## src/rtl/udt_pkg.sv

```systemverilog
// Shared UDT definitions: control-packet types, connection state codes,
// control-header field layout and the close_packet_gen FSM encoding.
package udt_pkg;

  localparam logic [14:0] UDT_CTRL_SHUTDOWN = 15'h0005;

  // Control header layout (64-bit beat, first 32-bit word on [63:32])
  localparam int HDR_CTRL_BIT = 63;
  localparam int HDR_TYPE_LSB = 48;
  localparam int HDR_RSVD_LSB = 32;
  localparam int HDR_INFO_LSB = 0;

  typedef enum logic [31:0] {
    UDT_ST_NONE       = 32'd0,
    UDT_ST_INIT       = 32'd1,
    UDT_ST_OPENED     = 32'd2,
    UDT_ST_LISTENING  = 32'd3,
    UDT_ST_CONNECTING = 32'd4,
    UDT_ST_CONNECTED  = 32'd5,
    UDT_ST_CLOSED     = 32'd6
  } udt_conn_state_e;

  typedef enum logic [2:0] {
    CPG_IDLE,
    CPG_DRAIN,
    CPG_BEAT0,
    CPG_BEAT1,
    CPG_REPORT,
    CPG_DONE
  } cpg_state_e;

  function automatic logic [63:0] udt_ctrl_header(input logic [14:0] ctrl_type,
                                                  input logic [31:0] add_info);
    logic [63:0] hdr;
    hdr = '0;
    hdr[HDR_CTRL_BIT]        = 1'b1;
    hdr[HDR_TYPE_LSB +: 15]  = ctrl_type;
    hdr[HDR_RSVD_LSB +: 16]  = 16'h0000;
    hdr[HDR_INFO_LSB +: 32]  = add_info;
    return hdr;
  endfunction

endpackage

```

## src/rtl/close_packet_gen_if.sv

```systemverilog
// Signal bundle between close_packet_gen and its neighbours: close request,
// send-buffer status, shutdown-packet AXI-Stream and state report.
interface close_packet_gen_if;
  logic        close_req_i;
  logic [31:0] dst_sock_id_i;
  logic [31:0] timestamp_i;
  logic        SND_BUFFER_EMPTY_i;
  logic        close_tvalid_o;
  logic [63:0] close_tdata_o;
  logic [7:0]  close_tkeep_o;
  logic        close_tlast_o;
  logic        close_tready_i;
  logic [31:0] udt_state_o;
  logic        state_valid_o;
  logic        state_ready_i;
  logic        busy_o;
  logic        closed_o;
  logic        drain_timeout_o;

  modport master (
    input  close_req_i, dst_sock_id_i, timestamp_i, SND_BUFFER_EMPTY_i,
           close_tready_i, state_ready_i,
    output close_tvalid_o, close_tdata_o, close_tkeep_o, close_tlast_o,
           udt_state_o, state_valid_o, busy_o, closed_o, drain_timeout_o
  );

  modport slave (
    output close_req_i, dst_sock_id_i, timestamp_i, SND_BUFFER_EMPTY_i,
           close_tready_i, state_ready_i,
    input  close_tvalid_o, close_tdata_o, close_tkeep_o, close_tlast_o,
           udt_state_o, state_valid_o, busy_o, closed_o, drain_timeout_o
  );
endinterface

```

## src/rtl/udt_drain_timer.sv

```systemverilog
// Saturating 32-bit cycle counter with clear/enable; expired_o flags the
// last cycle of a TIMEOUT-cycle window (never, when TIMEOUT is 0).
module udt_drain_timer #(
  parameter logic [31:0] TIMEOUT = 32'd1_000_000
) (
  input  logic clk_i,
  input  logic rst_i,
  input  logic clr_i,
  input  logic en_i,
  output logic expired_o
);
  logic [31:0] cnt_q, cnt_d;

  always_comb begin
    cnt_d = cnt_q;
    if (clr_i)
      cnt_d = '0;
    else if (en_i && (cnt_q != '1))
      cnt_d = cnt_q + 32'd1;
  end

  always_ff @(posedge clk_i or posedge rst_i) begin
    if (rst_i) cnt_q <= '0;
    else       cnt_q <= cnt_d;
  end

  assign expired_o = (TIMEOUT != 32'd0) && (cnt_q == TIMEOUT - 32'd1);
endmodule

```

## src/rtl/close_packet_gen.sv

```systemverilog
// Connection teardown TX: waits for the send buffer to drain (or time out),
// sends a two-beat UDT SHUTDOWN packet, then reports the CLOSED state.
module close_packet_gen
  import udt_pkg::*;
#(
  parameter logic [31:0] DRAIN_TIMEOUT = 32'd1_000_000,
  parameter logic [31:0] STATE_CLOSED  = 32'd6
) (
  input  logic               core_clk,
  input  logic               core_rst,
  close_packet_gen_if.master cp
);
  cpg_state_e  state_q;
  logic        tvalid_q, tlast_q, state_valid_q, busy_q, closed_q, timeout_q;
  logic [63:0] tdata_q;
  logic [7:0]  tkeep_q;
  logic [31:0] udt_state_q;
  logic [31:0] sock_q, ts_q;
  logic        expired, drain_go;

  udt_drain_timer #(.TIMEOUT(DRAIN_TIMEOUT)) u_drain_timer (
    .clk_i     (core_clk),
    .rst_i     (core_rst),
    .clr_i     (state_q == CPG_IDLE),
    .en_i      (state_q == CPG_DRAIN),
    .expired_o (expired)
  );

  // Empty buffer takes priority, so a simultaneous expiry is not reported.
  assign drain_go = cp.SND_BUFFER_EMPTY_i || expired;

  // Packet fields are captured on the DRAIN exit edge; no reset needed.
  always_ff @(posedge core_clk) begin
    if ((state_q == CPG_DRAIN) && drain_go) begin
      sock_q <= cp.dst_sock_id_i;
      ts_q   <= cp.timestamp_i;
    end
  end

  always_ff @(posedge core_clk or posedge core_rst) begin
    if (core_rst) begin
      state_q       <= CPG_IDLE;
      tvalid_q      <= 1'b0;
      tdata_q       <= '0;
      tkeep_q       <= '0;
      tlast_q       <= 1'b0;
      udt_state_q   <= '0;
      state_valid_q <= 1'b0;
      busy_q        <= 1'b0;
      closed_q      <= 1'b0;
      timeout_q     <= 1'b0;
    end else begin
      case (state_q)
        CPG_IDLE: begin
          if (cp.close_req_i) begin
            state_q <= CPG_DRAIN;
            busy_q  <= 1'b1;
          end
        end
        CPG_DRAIN: begin
          if (drain_go) begin
            state_q   <= CPG_BEAT0;
            timeout_q <= !cp.SND_BUFFER_EMPTY_i;
            tvalid_q  <= 1'b1;
            tdata_q   <= udt_ctrl_header(UDT_CTRL_SHUTDOWN, 32'h0000_0000);
            tkeep_q   <= 8'hFF;
            tlast_q   <= 1'b0;
          end
        end
        CPG_BEAT0: begin
          if (cp.close_tready_i) begin
            state_q <= CPG_BEAT1;
            tdata_q <= {ts_q, sock_q};
            tlast_q <= 1'b1;
          end
        end
        CPG_BEAT1: begin
          if (cp.close_tready_i) begin
            state_q       <= CPG_REPORT;
            tvalid_q      <= 1'b0;
            tdata_q       <= '0;
            tkeep_q       <= '0;
            tlast_q       <= 1'b0;
            udt_state_q   <= STATE_CLOSED;
            state_valid_q <= 1'b1;
          end
        end
        CPG_REPORT: begin
          if (cp.state_ready_i) begin
            state_q       <= CPG_DONE;
            state_valid_q <= 1'b0;
            busy_q        <= 1'b0;
            closed_q      <= 1'b1;
          end
        end
        CPG_DONE: ;
        default:  state_q <= CPG_IDLE;
      endcase
    end
  end

  assign cp.close_tvalid_o  = tvalid_q;
  assign cp.close_tdata_o   = tdata_q;
  assign cp.close_tkeep_o   = tkeep_q;
  assign cp.close_tlast_o   = tlast_q;
  assign cp.udt_state_o     = udt_state_q;
  assign cp.state_valid_o   = state_valid_q;
  assign cp.busy_o          = busy_q;
  assign cp.closed_o        = closed_q;
  assign cp.drain_timeout_o = timeout_q;
endmodule

```

## src/flat_wrapper.sv

```systemverilog
// flat-port wrapper written by rule: the top's interface ports become plain ports
module close_packet_gen_flat import udt_pkg::*;
#(
  parameter logic [31:0] DRAIN_TIMEOUT = 32'd1_000_000,
  parameter logic [31:0] STATE_CLOSED  = 32'd6
)
  (core_clk, core_rst, cp_close_req_i, cp_dst_sock_id_i, cp_timestamp_i, cp_SND_BUFFER_EMPTY_i, cp_close_tready_i, cp_state_ready_i, cp_close_tvalid_o, cp_close_tdata_o, cp_close_tkeep_o, cp_close_tlast_o, cp_udt_state_o, cp_state_valid_o, cp_busy_o, cp_closed_o, cp_drain_timeout_o);
  close_packet_gen_if cp_i ();
  input  logic core_clk;
  input  logic core_rst;
  input wire logic [$bits(cp_i.close_req_i)-1:0] cp_close_req_i;
  input wire logic [$bits(cp_i.dst_sock_id_i)-1:0] cp_dst_sock_id_i;
  input wire logic [$bits(cp_i.timestamp_i)-1:0] cp_timestamp_i;
  input wire logic [$bits(cp_i.SND_BUFFER_EMPTY_i)-1:0] cp_SND_BUFFER_EMPTY_i;
  input wire logic [$bits(cp_i.close_tready_i)-1:0] cp_close_tready_i;
  input wire logic [$bits(cp_i.state_ready_i)-1:0] cp_state_ready_i;
  output wire logic [$bits(cp_i.close_tvalid_o)-1:0] cp_close_tvalid_o;
  output wire logic [$bits(cp_i.close_tdata_o)-1:0] cp_close_tdata_o;
  output wire logic [$bits(cp_i.close_tkeep_o)-1:0] cp_close_tkeep_o;
  output wire logic [$bits(cp_i.close_tlast_o)-1:0] cp_close_tlast_o;
  output wire logic [$bits(cp_i.udt_state_o)-1:0] cp_udt_state_o;
  output wire logic [$bits(cp_i.state_valid_o)-1:0] cp_state_valid_o;
  output wire logic [$bits(cp_i.busy_o)-1:0] cp_busy_o;
  output wire logic [$bits(cp_i.closed_o)-1:0] cp_closed_o;
  output wire logic [$bits(cp_i.drain_timeout_o)-1:0] cp_drain_timeout_o;
  assign cp_i.close_req_i = cp_close_req_i;
  assign cp_i.dst_sock_id_i = cp_dst_sock_id_i;
  assign cp_i.timestamp_i = cp_timestamp_i;
  assign cp_i.SND_BUFFER_EMPTY_i = cp_SND_BUFFER_EMPTY_i;
  assign cp_i.close_tready_i = cp_close_tready_i;
  assign cp_i.state_ready_i = cp_state_ready_i;
  assign cp_close_tvalid_o = cp_i.close_tvalid_o;
  assign cp_close_tdata_o = cp_i.close_tdata_o;
  assign cp_close_tkeep_o = cp_i.close_tkeep_o;
  assign cp_close_tlast_o = cp_i.close_tlast_o;
  assign cp_udt_state_o = cp_i.udt_state_o;
  assign cp_state_valid_o = cp_i.state_valid_o;
  assign cp_busy_o = cp_i.busy_o;
  assign cp_closed_o = cp_i.closed_o;
  assign cp_drain_timeout_o = cp_i.drain_timeout_o;
  close_packet_gen #(.DRAIN_TIMEOUT(DRAIN_TIMEOUT), .STATE_CLOSED(STATE_CLOSED)) u_core (.core_clk(core_clk), .core_rst(core_rst), .cp(cp_i));
endmodule
```

## config.mk

```make
export PLATFORM = sky130hd
export DESIGN_NAME = close_packet_gen_flat
export DESIGN_NICKNAME = d
export VERILOG_FILES = /design/src/rtl/udt_pkg.sv /design/src/rtl/close_packet_gen_if.sv /design/src/rtl/udt_drain_timer.sv /design/src/rtl/close_packet_gen.sv /design/src/flat_wrapper.sv
export SDC_FILE = /design/constraint.sdc
export NUM_CORES = 1
export LEC_CHECK = 0
export ABC_AREA = 1
export CAP_MARGIN = 20
export CELL_PAD_IN_SITES_DETAIL_PLACEMENT = 1
export CELL_PAD_IN_SITES_GLOBAL_PLACEMENT = 1
export CORE_UTILIZATION = 38
export CTS_BUF_LIST = sky130_fd_sc_hd__clkbuf_16
export CTS_CLUSTER_SIZE = 24
export DETAILED_ROUTE_END_ITERATION = 16
export GPL_TIMING_DRIVEN = 0
export PLACE_DENSITY_LB_ADDON = 0.25
export SLEW_MARGIN = 5
export SYNTH_ARGS = -nofsm -noshare
export SYNTH_HDL_FRONTEND = slang
export SYNTH_HIERARCHICAL = 1
export SYNTH_SLANG_ARGS = --single-unit
```

## constraint.sdc

```tcl
create_clock -name core_clk -period 4.4 [get_ports core_clk]
set_clock_uncertainty 0.15 [all_clocks]
set_input_delay 1.32 -clock core_clk [delete_from_list [all_inputs] [get_ports core_clk]]
set_output_delay 1.32 -clock core_clk [all_outputs]
set_load 0.03 [all_outputs]
```

==> run metrics <==
routed len/inst=~16 µm; Inst Count DP=approximately 1300; Top delay family on crit path=buffers and inverters; DRT iter0 DRCs=between 200 and 300; worst relative slew slack=0.486; max-slew violation count=0; Initial Util=0.392; post-synthesis sequential area ratio=0.591; async set or reset register ratio after synthesis=0.624; slowest stage cell on the critical path=inv_2; first-pass GRT wire length=roughly 33 mm; Post-Route WL=20.7 mm; post-synthesis adder-cell area fraction=0.00162; Total Nets Final=around 1100; Pre-antenna DRT Iters=4; pwr/cell area=about 560 mW/mm²; die area=~0.021 mm²; Post-route DRC=0; GRT Residual Overflow=0; leakage=0.00465 µW; I/O pin cnt=180; # rows=between 50 and 60; # hold bufs at CTS=0; Final Setup Violations=0; H-tree depth=4; GRT Total Usage=0.211; Min Hold Slack=between 0.3 and 0.4 ns; die width=145 µm; Critical Path AT=around 3.4 ns; Final Non-Filler Cells=approximately 1300; CTS tree=built; largest family of logic cells by synthesized area=simple AND/OR/NAND/NOR gates; VDD IR-drop max=0.327 mV; Period Utilization, post-route=0.773; Post-CTS Resized=0; DP Wirelength=approximately 15 mm; Synth Area in Compound Gates=0.0629; CP Class=in2reg; element type at the critical path end=register; number of setup buffers added after CTS=0; GP Congestion=0.823; Top FF cell, synth=dfrtp_1; Mapped Area=roughly 0.0077 mm²; Mapped Cells=between 800 and 900; CP peak stage delay=about 0.55 ns; RSZ-0062 raised after global routing=false; Final Critical Period=3.40 ns; EDFF count, synth=64; CTS buffer count=17; antenna violations before repair=0; Post-Synth Simple-Gate Area=0.218; Area Overhead vs Synth=33.5%; Die Ht=145 µm; Hold Fails Final Rpt=0; CP Cell Sequence=clkdlybuf4s50_1, inv_1, nand2_1, nand2_2, buf_4, buf_6, inv_2, buf_12; ant diodes=0; required time of the worst setup path=~4.4 ns; crit path max fanout=33; Post-Synth XOR/XNOR Area=0.00566; Yosys warnings=6; f_max=about 0.29 GHz; DR vias/cell=around 4.8; clk root buf=clkbuf_16; layout cell share with drive strength beyond 1=0.121; Startpoint Class=primary input; Clock Tree Buf Depth=2; crit path buf inv count=6; Synth Area per Inst=between 9 and 10 µm²; core area=around 0.020 mm²; post-synthesis cell type count=35; outcome=finished clean; vias in the first global route=between 6000 and 7000; mux contribution to synthesized area=0; clock-pin slew on the worst setup and hold paths=~0.07 ns; Max Cap Violations=0; flip-flop and latch count after synthesis=170; Worst Tran Pin Value=a little under 0.8 ns; Clk Latency, worst-skew pair=~0.42 ns; antenna viol nets, final=0; Sink Count=170; largest net degree at the start of global routing=48; worst hold path class=reg2reg; total number of vias=just over 6000; I/O Buffers=149
layer usage:
| metal | GRT usage | wire length, µm | up-vias |
|---|---|---|---|
| met5 | 0 | 0 | - |
| met4 | 0.0609 | 376 | 0 |
| met3 | 0.0826 | 1530 | 31 |
| met2 | 0.352 | 10100 | 157 |
| met1 | 0.251 | 8660 | 2995 |
| li1 | - | - | 2984 |
cells by family (layout without fill, tap and decap cells):
family	count (synthesis)	in the layout
AND/OR/NAND/NOR	368	368
buffers and inverters	181	364
flip-flops	170	170
AO/OA/AOI/OAI	95	95
XOR/XNOR	5	5
adder cells (fa/ha/maj)	1	1
other	1	30
synthesized netlist by cell type, types with 3 or more instances:
cell | number | area share
buf_6 | 11 | 0.016
nand2_2 | 7 | 0.0057
dfrtp_1 | 106 | 0.34
a21oi_1 | 7 | 0.0045
inv_2 | 3 | 0.0015
clkbuf_1 | 6 | 0.0029
o21bai_1 | 3 | 0.0029
nand2_1 | 159 | 0.077
edfxtp_1 | 64 | 0.25
nand3_1 | 98 | 0.063
buf_4 | 40 | 0.039
nor2_4 | 4 | 0.0058
o21ai_0 | 64 | 0.041
buf_2 | 8 | 0.0052
inv_1 | 110 | 0.053
nand4_1 | 15 | 0.012
nor2_1 | 65 | 0.032
nor2_2 | 5 | 0.0040
nor3_1 | 4 | 0.0026
xor2_1 | 4 | 0.0045
o21ai_1 | 20 | 0.013
stage by stage:
| stage | TNS, ns | cell area, µm² | utilization | power [µW] | setup WS, ns |
|---|---|---|---|---|---|
| 6_report | 0 | 10300 | 0.524 | 5760 | 0.998 |
| 5_1_grt | 0 | 10300 | 0.524 | 6060 | 0.892 |
| 4_1_cts | 0 | 10300 | 0.524 | 5830 | 0.993 |
| 3_5_place_dp | 0 | 9720 | 0.493 | 4250 | 0.548 |
| 3_3_place_gp | -61.69 | 9670 | 0.490 | 4200 | -0.522 |
| 2_1_floorplan | 0 | 7850 | - | 3400 | 0.786 |
state kept, by name, indices dropped and copies added (netlist names):
register and count:
u_core/cp.busy_o 1, u_core/cp.drain_timeout_o 1, u_core/cp.close_tkeep_o 1, u_core/cp.close_tdata_o 64, u_core/cp.state_valid_o 1, u_core/cp.udt_state_o 1
u_core/sock_q 32, u_core/cp.closed_o 1, u_core/cp.close_tlast_o 1, u_core/state_q 3, u_core/ts_q 32, u_core/u_drain_timer/cnt_q 32
worst reg2reg max path, stage by stage, from the launching register on:
cell	delay, ns
dfrtp_1	0.37
ha_1	0.19
nand3_1	0.13
nor2_1	0.24
nand3_1	0.15
nor2_1	0.18
inv_1	0.06
nand2_1	0.09
nand2_2	0.11
buf_4	0.22
buf_6	0.15
inv_2	0.55
buf_12	0.32
final timing paths:
kind / from / end / slack (ns) / cells past startpoint
setup / recovery: cp_SND_BUFFER_EMPTY_i / u_core/sock_q[3] / 1.0 / 8
hold / removal: u_core/cp.closed_o / u_core/cp.closed_o / 0.32 / 1
setup reg to reg: u_core/u_drain_timer/cnt_q[1] / u_core/sock_q[3] / 1.15 / 12
hold reg to reg: u_core/cp.closed_o / u_core/cp.closed_o / 0.32 / 1
max in group asynchronous: core_rst / u_core/u_drain_timer/cnt_q[16] / 2.34 / 2
min in group asynchronous: core_rst / u_core/cp.close_tdata_o[3] / 1.14 / 2
power breakdown:
| group | switching [µW] | internal [µW] |
|---|---|---|
| combinational | 1330 | 760 |
| sequential | 158 | 1970 |
| clock | 683 | 861 |
cell type report:
| cell class | instances | area [µm²] |
|---|---|---|
| clock buffer | 17 | 425 |
| clock inverter | 15 | 185 |
| multi-input combinational | 499 | 2340 |
| fill | 2244 | 9390 |
| sequential | 170 | 4570 |
| tap | 265 | 332 |
| inverter | 115 | 439 |
| buffer | 66 | 492 |
| timing repair buffer | 151 | 1540 |
layout by cell type (no fill, tap or decap), types with 5 or more instances in the layout:
cell and instances:
o21ai_0 64, nand2_2 7, nor2_2 5, nor2_1 65
nand3_1 98, buf_6 11, inv_2 5, buf_4 40
conb_1 30, nand4_1 15, inv_1 107, o21ai_1 20
clkbuf_1 6, nand2_1 159, clkbuf_16 17, edfxtp_1 64
buf_2 8, a21oi_1 7, dfrtp_1 106, clkdlybuf4s50_1 149
(Power assumes the default switching activity.)
